<file path="config.mk">
export PLATFORM = sky130hd
export DESIGN_NAME = fetch_unit
export DESIGN_NICKNAME = d
export VERILOG_FILES = /design/src/rtl/fetch_unit.sv
export SDC_FILE = /design/constraint.sdc
export NUM_CORES = 1
export LEC_CHECK = 0
export CAP_MARGIN = 20
export CORE_MARGIN = 2
export CORE_UTILIZATION = 50
export DETAILED_ROUTE_END_ITERATION = 10
export PLACE_DENSITY = 0.76
export SLEW_MARGIN = 25
export SYNTH_ARGS = -nofsm -noshare
export SYNTH_HDL_FRONTEND = slang
export SYNTH_SLANG_ARGS = --single-unit
export TNS_END_PERCENT = 50
</file>
<file path="constraint.sdc">
create_clock -name clk -period 4.2 [get_ports clk]
set_input_delay 0.63 -clock clk [delete_from_list [all_inputs] [get_ports clk]]
set_output_delay 0.63 -clock clk [all_outputs]
set_load 0.01 [all_outputs]
</file>
<file path="src/rtl/fetch_unit.sv">
// fetch_unit: issues sequential reads on memory port B and buffers {pc, word} for decode.
// Optional FETCH_BYPASS_EN presents a response straight from memory when the buffer is empty.
module fetch_unit #(
    parameter int                ADDR_W     = 15,
    parameter int                DATA_W     = 16,
    parameter logic [ADDR_W-1:0] RESET_PC   = '0,
    parameter int                FIFO_DEPTH = 2
) (
    input  logic              clk,
    input  logic              reset,
    output logic              mem_en,
    output logic [ADDR_W-1:0] mem_addr,
    input  logic [DATA_W-1:0] mem_rdata,
    input  logic              redirect_valid,
    input  logic [ADDR_W-1:0] redirect_pc,
    input  logic              halt,
    output logic              instr_valid,
    input  logic              instr_ready,
    output logic [DATA_W-1:0] instr_data,
    output logic [ADDR_W-1:0] instr_pc
);

    localparam int PTR_W = $clog2(FIFO_DEPTH);
    localparam int CNT_W = PTR_W + 1;
    localparam logic [CNT_W-1:0] FULL = CNT_W'(FIFO_DEPTH);

    logic [ADDR_W-1:0] pc_q;
    logic [ADDR_W-1:0] inflight_pc_q;
    logic              inflight_q;
    logic [CNT_W-1:0]  count_q;
    logic [PTR_W-1:0]  rdPtr;
    logic [PTR_W-1:0]  wrPtr;
    logic [ADDR_W-1:0] fifoPc   [FIFO_DEPTH];
    logic [DATA_W-1:0] fifoData [FIFO_DEPTH];

    logic              bypass;
    logic              pop;
    logic              popFifo;
    logic              push;
    logic              issue;
    logic [CNT_W:0]    occupancy;
    logic [ADDR_W-1:0] issueAddr;

`ifdef FETCH_BYPASS_EN
    assign bypass = (count_q == '0) && inflight_q && !redirect_valid;
`else
    assign bypass = 1'b0;
`endif

    assign instr_valid = !redirect_valid && ((count_q != '0) || bypass);
    assign instr_data  = bypass ? mem_rdata : fifoData[rdPtr];
    assign instr_pc    = bypass ? inflight_pc_q : fifoPc[rdPtr];

    assign pop     = instr_valid && instr_ready;
    assign popFifo = pop && !bypass;
    // A bypassed word that decode takes this cycle never occupies a slot
    assign push    = inflight_q && !redirect_valid && !(bypass && instr_ready);

    assign occupancy = {1'b0, count_q} + (CNT_W+1)'(inflight_q)
                     - (CNT_W+1)'(pop);
    assign issue = !halt &&
                   (redirect_valid || occupancy < (CNT_W+1)'(FIFO_DEPTH));

    assign issueAddr = redirect_valid ? redirect_pc : pc_q;
    assign mem_en    = !reset && issue;
    assign mem_addr  = reset ? RESET_PC : issueAddr;

    always_ff @(posedge clk or posedge reset) begin
        if (reset) begin
            pc_q          <= RESET_PC;
            inflight_q    <= 1'b0;
            inflight_pc_q <= RESET_PC;
            count_q       <= '0;
            rdPtr         <= '0;
            wrPtr         <= '0;
        end else begin
            inflight_q    <= issue;
            inflight_pc_q <= issueAddr;
            pc_q          <= issue ? issueAddr + ADDR_W'(1) : issueAddr;
            if (redirect_valid) begin
                count_q <= '0;
                rdPtr   <= '0;
                wrPtr   <= '0;
            end else begin
                if (push)    wrPtr <= wrPtr + PTR_W'(1);
                if (popFifo) rdPtr <= rdPtr + PTR_W'(1);
                count_q <= count_q + CNT_W'(push) - CNT_W'(popFifo);
            end
        end
    end

    always_ff @(posedge clk or posedge reset) begin
        if (reset) begin
            for (int i = 0; i < FIFO_DEPTH; i++) begin
                fifoPc[i]   <= '0;
                fifoData[i] <= '0;
            end
        end else if (push) begin
            fifoPc[wrPtr]   <= inflight_pc_q;
            fifoData[wrPtr] <= mem_rdata;
        end
    end

`ifndef SYNTHESIS
    always @(posedge clk) begin
        if (!reset) begin
            assert (!(push && count_q == FULL && !popFifo))
            else $error("fetch_unit: capture into full buffer");
        end
    end
`endif

endmodule
</file>
==> results.cfg, run 1 <==
[sta]
relSlewSlack = 0.3750
rsz0062_at_grt = false
fin_crit_sh = 0.9062
hold_viol = 0
min_period_ns = 3.806
skew_ns = 0.01131
slew_violations = 0
tightestPinTransition_ns = 0.9364
tns_ns = 0
setup_violations = 0
max_freq_mhz = 262.7

[worst_setup_path]
cp_slowest_cell = clkdlybuf4s50_1
cp_top_family = buffers and inverters
max_stage_delay_ns = 0.52
worst_setup_path_start_kind = input pin
cp_max_fo = 3
cp.required_ns = 3.57
path_cells = clkdlybuf4s50_1 -> nor2_1 -> and2_1 -> ha_1 -> nand2b_1 -> fa_1 -> xor2_1 -> o22ai_4 -> and2_1 -> clkdlybuf4s50_1
worstPathArrival_ns = 3.18
crit_buf_inv = 2
critPathKind = input pin to output port
end_kind = output port

[cells_and_area]
final_common_cell = dfrtp_1
antenna_cells = 0
utilization = 0.6402
nNetsFinal = 452
area_growth_pct = 26.21
final_cell_mix = dfrtp_1 (97), mux2_2 (95), clkdlybuf4s50_1 (83)
drive_above_1_share = 0.3005

[global_routing]
grt_pass1_wl_um = 14160
antenna_found_initial = 0
overflow = 0
grt_pass1_vias = 2849
grt_max_degree = 63
grt_usage = 0.1874

[flow_run]
cap_violations = 0

[drt]
avgViaCountPerCell = 5.227
firstDrtPassIters = 4
drc = 0
vias = 2739
drtIter0Drc = 56
post_drt_wl_per_cell_um = 16.05
routed_wl_um = 8412
ant_nets = 0

[place]
io_buffer_count = 83
gp_congestion = 0.8118
post-dp-hpwl_um = 5794

[clock_tree]
htree_levels = 3
tritoncts = done
hold_buffers = 0
clk_latency_ns = 0.35
post_cts_buffers = 0
clk_pin_slew_worst_paths_ns = 0.08
cts_resized = 0
clock_sinks = 97
cts_inserted_buffers = 9
clockRootBuffer = clkbuf_8
cts_buffer_depth = 2

[power]
p_leak_nw = 2.362
power_mw = 3.747
power.density_nw_per_um2 = 681.0
pwr-share-clk = 0.157
irDropWorstVdd_uv = 291.7
p_switching_mw = 1.137
switching_share = 0.3034
internal_power_mw = 2.610
combPwrFrac = 0.440
pwr-share-seq = 0.402

[floorplan]
rows = 34
core-area_um2 = 8593
die_h_um = 97.37
fp.dieW_um = 97.37
top_level_ports = 84
initial_core_util = 0.5073
die_area_um2 = 9481

[yosys]
synth_area_leader_cell = dfrtp_1
ys_ff_latch = 97
netlist_area_um2 = 4359
ys_seq_area_frac = 0.5568
yosys.cell_types.count = 32
yosysWarningCount = 0
syn_nets = 366
synth_ff_type = dfrtp_1
netlist_instances = 325
synth-edff-count = 0
synthTopCellsByArea = dfrtp_1 (56%), mux2_2 (25%), mux2i_1 (3.2%)
yosysTopAreaCellShare = 0.5568
async_reset_ff_frac = 1.000
avgSynthCellArea_um2 = 13.41

[worst_hold_path]
hold_class = flop to flop

[status]
outcome = complete, no violations
worst register-to-register path: stages (launching register included):
cell and delay [ns]:
dfrtp_1 0.45, nor2_1 0.11, nor2_1 0.05, and2_1 0.19
ha_1 0.28, nand2b_1 0.15, fa_1 0.38, xor2_1 0.18
o22ai_4 0.14, buf_4 0.19, and4_1 0.29, nand4_1 0.13
xnor2_1 0.14
registers in the layout, indices dropped and copies added, names as in the netlist:
name,cells
inflight_pc_q,15
wrPtr,1
count_q,2
inflight_q,1
fifoData,32
rdPtr,1
fifoPc,30
pc_q,15
kinds of logic after synthesis:
kind of cell / Yosys count / share of synthesized area
compound gates: 7 / 0.01234
xor+xnor: 18 / 0.03617
mux: 109 / 0.2776
fa+ha+maj: 5 / 0.01607
buf+inv: 32 / 0.03358
flops: 97 / 0.5568
simple gates: 57 / 0.06745
synth_stat cells (all sizes together), types with 2 or more instances:
library cell / n
ha: 4
xor2: 2
nor2b: 2
nor3: 2
nor2: 20
xnor2: 16
nand3: 6
clkbuf: 6
dfrtp: 97
o21ai: 3
a21oi: 2
nand2b: 2
mux2: 95
mux2i: 14
nand4: 3
buf: 8
and2: 4
inv: 18
nand2: 14
path summary, 6_finish.rpt:
check                                                start  slack, ns                    end  depth (start not counted)
worst max-delay path                        redirect_valid       0.39                 mem_en                         10
max in group asynchronous                            reset       2.34      pc_q[6]$_DFF_PP0_                          3
worst min register to register  inflight_pc_q[0]$_DFF_PP0_       0.50  fifoPc[0]$_DFFE_PP0P_                          1
worst max register to register        count_q[1]$_DFF_PP0_       1.41     pc_q[14]$_DFF_PP0_                         12
min in group asynchronous                            reset       1.22     pc_q[14]$_DFF_PP0_                          3
worst min-delay path            inflight_pc_q[0]$_DFF_PP0_       0.50  fifoPc[0]$_DFFE_PP0P_                          1
layer usage:
metal  wire length, um  global-route usage
met2              4134              0.3003
met3               343             0.03381
met4               102             0.06410
met5                 0                   0
met1              3832              0.2598
through the flow:
step           instances  worst slack, ns  instance area (um^2)  hold slack [ns]
6_report             524           0.3941                  5502           0.4995
4_1_cts              524           0.3807                  5502           0.5012
2_1_floorplan        325           0.5333                  4359           0.4736
5_1_grt              524           0.2483                  5502           0.5174
3_5_place_dp         508           0.3953                  5306           0.4872
3_3_place_gp         508           0.4503                  5306           0.4815
cell type report:
cell class / count / area, um^2
Tap cell: 108 / 135.1
Multi-Input combinational cell: 196 / 1798
Clock buffer: 11 / 131.4
Inverter: 18 / 70.07
Fill cell: 662 / 3092
Clock inverter: 5 / 63.81
Sequential cell: 97 / 2427
Timing Repair Buffer: 89 / 875.8
power by group through the flow:
stage / clock network (mW) / registers [mW] / logic [mW]
5_1_grt: 0.652 / 1.56 / 1.78
2_1_floorplan: 0 / 1.46 / 1.03
3_3_place_gp: 0 / 1.50 / 1.63
3_5_place_dp: 0 / 1.53 / 1.67
4_1_cts: 0.608 / 1.51 / 1.68
6_report: 0.590 / 1.51 / 1.65
Note: power is estimated with default switching activity, not from simulation.
==> inputs of run 2 (changes only) <==
Settings changed: CORE_UTILIZATION 50 to 49, PLACE_DENSITY 0.76 to 0.75.
==> results.cfg, run 2 (same netlist as run 1, synthesis figures left out) <==
[floorplan]
fp.dieW_um = 98.32
rows = 34
die_area_um2 = 9667
die_h_um = 98.32
top_level_ports = 84
initial_core_util = 0.5023
core-area_um2 = 8678

[clock_tree]
clockRootBuffer = clkbuf_8
tritoncts = done
hold_buffers = 0
clk_pin_slew_worst_paths_ns = 0.08
cts_inserted_buffers = 9
post_cts_buffers = 0
clock_sinks = 97
cts_buffer_depth = 2
clk_latency_ns = 0.35
htree_levels = 3
cts_resized = 0

[place]
pre_cts_ws_ns = 0.3665
dp.cells = 509
gp_congestion = 0.8853
post-dp-hpwl_um = 6026
io_buffer_count = 83

[power]
p_leak_nw = 2.383
power.density_nw_per_um2 = 692.7
pwr-share-clk = 0.174
power_mw = 3.832
internal_power_mw = 2.699
p_switching_mw = 1.133
combPwrFrac = 0.428
pwr-share-seq = 0.398
irDropWorstVdd_uv = 360.4
switching_share = 0.2957

[sta]
hold_viol = 0
slew_violations = 0
fin_crit_sh = 0.9057
tns_ns = 0
relSlewSlack = 0.4981
hold_ws_ns = 0.5049
rsz0062_at_grt = false
tightestPinTransition_ns = 0.7529
skew_ns = 0.005665
setup_violations = 0
fin_ws_ns = 0.3961
max_freq_mhz = 262.9
min_period_ns = 3.804

[cells_and_area]
final_common_cell = dfrtp_1
nNetsFinal = 453
drive_above_1_share = 0.2974
reg_top3 = fifoData: 32 flops, fifoPc: 30 flops
final.fill_count = 703
area_growth_pct = 26.89
regMostFlops = fifoData
antenna_cells = 0
final_cell_mix = dfrtp_1 (97), mux2_2 (95), clkdlybuf4s50_1 (83)
largest_reg_flops = 32
stdcell_count = 525

[global_routing]
antenna_found_initial = 0
grt_pass1_wl_um = 14430
grt_max_degree = 63
grt_pass1_vias = 2946
grt_usage = 0.1884
overflow = 0

[worst_setup_path]
worstPathArrival_ns = 3.17
worst_setup_path_start_kind = input pin
cp_max_fo = 3
end_kind = output port
cp.required_ns = 3.57
critPathKind = input pin to output port

[drt]
firstDrtPassIters = 4
drc = 0
ant_nets = 0
drtIter0Drc = 82
routed_wl_um = 8634
post_drt_wl_per_cell_um = 16.45
vias = 2720
avgViaCountPerCell = 5.181

[flow_run]
cap_violations = 0

[worst_hold_path]
hold_class = flop to flop

[status]
outcome = complete, no violations
==> run 2: cell count changes in the layout (fill, tap and decap cells not counted) <==
cell,delta
clkbuf_1,+1
clkbuf_8,+2
clkinv_4,-2
clkinvlp_4,-1
buf_4,+1
inv_6,-1
bufinv_16,+1
nand3_1,+1
nand3_2,-1
==> run 2: metal layers <==
| metal | wire (um) | global-route usage | vias to the layer above | share of wire |
|---|---|---|---|---|
| li1 | - | - | 1281 | - |
| met1 | 3855 | 0.2488 | 1356 | 0.45 |
| met2 | 4226 | 0.3129 | 73 | 0.49 |
| met3 | 440 | 0.04223 | 10 | 0.051 |
| met4 | 112 | 0.05796 | 0 | 0.013 |
| met5 | 0 | 0 | - | 0 |
==> run 2: path summary, 6_finish.rpt <==
| path | slack, ns | depth (start not counted) | start | endpoint |
|---|---|---|---|---|
| min in group asynchronous | 0.90 | 2 | reset | pc_q[12]$_DFF_PP0_ |
| worst min-delay path | 0.50 | 1 | inflight_pc_q[0]$_DFF_PP0_ | fifoPc[0]$_DFFE_PP0P_ |
| worst max register to register | 1.39 | 12 | count_q[1]$_DFF_PP0_ | pc_q[14]$_DFF_PP0_ |
| max in group asynchronous | 2.32 | 3 | reset | fifoPc[24]$_DFFE_PP0P_ |
| worst min register to register | 0.50 | 1 | inflight_pc_q[0]$_DFF_PP0_ | fifoPc[0]$_DFFE_PP0P_ |
| worst max-delay path | 0.40 | 10 | redirect_valid | mem_en |
==> run 2: power by group through the flow <==
stage | logic, mW | registers (mW) | clock network, mW
detailed placement | 1.66 | 1.54 | 0
CTS | 1.67 | 1.53 | 0.684
finish | 1.64 | 1.53 | 0.667
floorplan | 1.03 | 1.46 | 0
global route | 1.77 | 1.58 | 0.727
global placement | 1.63 | 1.52 | 0
==> run 2: area by class of cell <==
class	instances	area, um^2	share of cell area
flip-flops and latches	97	2427	0.4388
clock buffers	14	162.7	0.02941
multi-input cells	196	1793	0.3241
clock inverters	2	60.06	0.01086
inverters	18	70.07	0.01267
well taps	108	135.1	0.02443
repair buffers	90	883.3	0.1597
==> run 2: per-stage QoR <==
stage / area [um^2] / util
floorplan: 4359 / -
global route: 5532 / 0.6374
detailed placement: 5309 / 0.6117
CTS: 5532 / 0.6374
finish: 5532 / 0.6374
global placement: 5309 / 0.6117
==> run 2: critical path, stage by stage <==
cell and delay, ns:
clkdlybuf4s50_1 0.42, nor2_1 0.13, and2_1 0.21, ha_1 0.24, nand2b_1 0.15, fa_1 0.37
xor2_1 0.26, o22ai_4 0.12, and2_1 0.16, clkdlybuf4s50_1 0.47
==> inputs of run 3 (changes only) <==
Settings changed: SETUP_SLACK_MARGIN set to 0.4.
==> results.cfg, run 3 (same netlist as run 1, synthesis figures left out) <==
[global_routing]
grt_pass1_vias = 2955
antenna_found_initial = 0
overflow = 0
grt_usage = 0.1888
grt_max_degree = 63
grt_pass1_wl_um = 14460

[worst_setup_path]
crit_end = mem_en
reg2reg_from = count_q[1]$_DFF_PP0_
critPathKind = input pin to output port
cp_slowest_cell = fa_2
cp_max_fo = 3
cp-startpoint = redirect_valid
cp.required_ns = 3.57
cp_top_family = adder cells
regToRegSetupSlack_ns = 1.35
worst_setup_path_start_kind = input pin
ff2ff_path_depth = 12
crit_buf_inv = 2
end_kind = output port
rr_endpoint = pc_q[14]$_DFF_PP0_
max_stage_delay_ns = 0.52
cp.depth = 10
worstPathArrival_ns = 2.79
path_cells = clkdlybuf4s50_1 -> nor2_2 -> and2_4 -> ha_1 -> nand2b_1 -> fa_2 -> nand2b_1 -> o22ai_4 -> and2_1 -> dlymetal6s2s_1
cpMostUsedCell = nand2b_1

[clock_tree]
htree_levels = 3
post_cts_buffers = 0
cts_inserted_buffers = 9
hold_buffers = 0
clk_latency_ns = 0.35
clock_sinks = 97
tritoncts = done
clk_pin_slew_worst_paths_ns = 0.08
cts_buffer_depth = 2
clockRootBuffer = clkbuf_8

[drt]
firstDrtPassIters = 4
routed_wl_um = 8648
avgViaCountPerCell = 5.189
drc = 0
ant_nets = 0
post_drt_wl_per_cell_um = 16.47
drtIter0Drc = 93
vias = 2724

[place]
gp_congestion = 0.8853
post-dp-hpwl_um = 6026
io_buffer_count = 83

[cells_and_area]
nNetsFinal = 453
final_common_cell = dfrtp_1
antenna_cells = 0
largest_reg_flops = 32
final_cell_mix = dfrtp_1 (97), mux2_2 (95), clkdlybuf4s50_1 (82)
multiInputGateArea_um2 = 1808
drive_above_1_share = 0.3070
final.fill_count = 704
seq_area_um2 = 2427
regMostFlops = fifoData
reg_top3 = fifoData: 32 flops, fifoPc: 30 flops
area_growth_pct = 27.30

[floorplan]
die_h_um = 98.32
die_area_um2 = 9667
initial_core_util = 0.5023
fp.dieW_um = 98.32
top_level_ports = 84
rows = 34
core-area_um2 = 8678

[flow_run]
cap_violations = 0

[sta]
tns_ns = 0
slew_violations = 0
rsz0062_at_grt = false
max_freq_mhz = 292.7
tightestPinTransition_ns = 0.7525
min_period_ns = 3.416
fin_crit_sh = 0.8133
hold_viol = 0
skew_ns = 0.005191
setup_violations = 0
hold_ws_ns = 0.5049
relSlewSlack = 0.4983

[status]
outcome = complete, no violations

[power]
power.density_nw_per_um2 = 692.5
p_leak_nw = 2.397
irDropWorstVdd_uv = 360.7
power_mw = 3.842

[worst_hold_path]
hold_class = flop to flop
## run 3: cell types whose count changed in the layout (fill, tap and decap cells not counted), sizes merged
cell and change:
clkdlybuf4s50 -1, dlymetal6s2s +1
## run 3: area by class of cell
type	instances	area share
multi-input combinational	196	0.3258
inverter	18	0.01263
tap	108	0.02435
timing repair buffer	90	0.1596
clock inverter	2	0.01082
sequential	97	0.4374
clock buffer	14	0.02931
## run 3: worst min path at each step
| stage | from | end | slack [ns] | depth (start not counted) |
|---|---|---|---|---|
| floorplan | fifoPc[13]$_DFFE_PP0P_ | fifoPc[13]$_DFFE_PP0P_ | 0.47 | 1 |
| global placement | fifoData[9]$_DFFE_PP0P_ | fifoData[9]$_DFFE_PP0P_ | 0.48 | 1 |
| detailed placement | fifoData[0]$_DFFE_PP0P_ | fifoData[0]$_DFFE_PP0P_ | 0.49 | 1 |
| CTS | inflight_pc_q[4]$_DFF_PP0_ | fifoPc[4]$_DFFE_PP0P_ | 0.50 | 1 |
| global route | inflight_pc_q[12]$_DFF_PP0_ | fifoPc[27]$_DFFE_PP0P_ | 0.53 | 1 |
| finish | inflight_pc_q[0]$_DFF_PP0_ | fifoPc[0]$_DFFE_PP0P_ | 0.50 | 1 |
## run 3: routing by layer
| metal | track usage | up-vias | routed length (um) |
|---|---|---|---|
| met4 | 0.05796 | 0 | 112 |
| met1 | 0.2495 | 1363 | 3843 |
| met2 | 0.3134 | 71 | 4253 |
| met3 | 0.04223 | 10 | 438 |
| met5 | 0 | - | 0 |
| li1 | - | 1280 | - |
## run 3: per-stage QoR
stage	setup slack (ns)	instance area, um^2	instances	util
CTS	0.4089	5542	525	0.6386
floorplan	0.5333	4359	325	-
detailed placement	0.3665	5309	509	0.6117
finish	0.7840	5549	525	0.6394
global route	0.6794	5549	525	0.6394
global placement	0.4581	5309	509	0.6117
## run 3: what timing repair did
item / CTS / global route
resized for setup: 2 / 3
pin swaps: 0 / 0
endpoints found under the setup margin: 1 / 1
## run 3: power breakdown
part	internal (mW)	leakage, nW	switching (mW)	total (mW)
clock	0.369	0.111	0.297	0.666
combinational	1.02	1.13	0.631	1.65
sequential	1.32	1.15	0.210	1.53
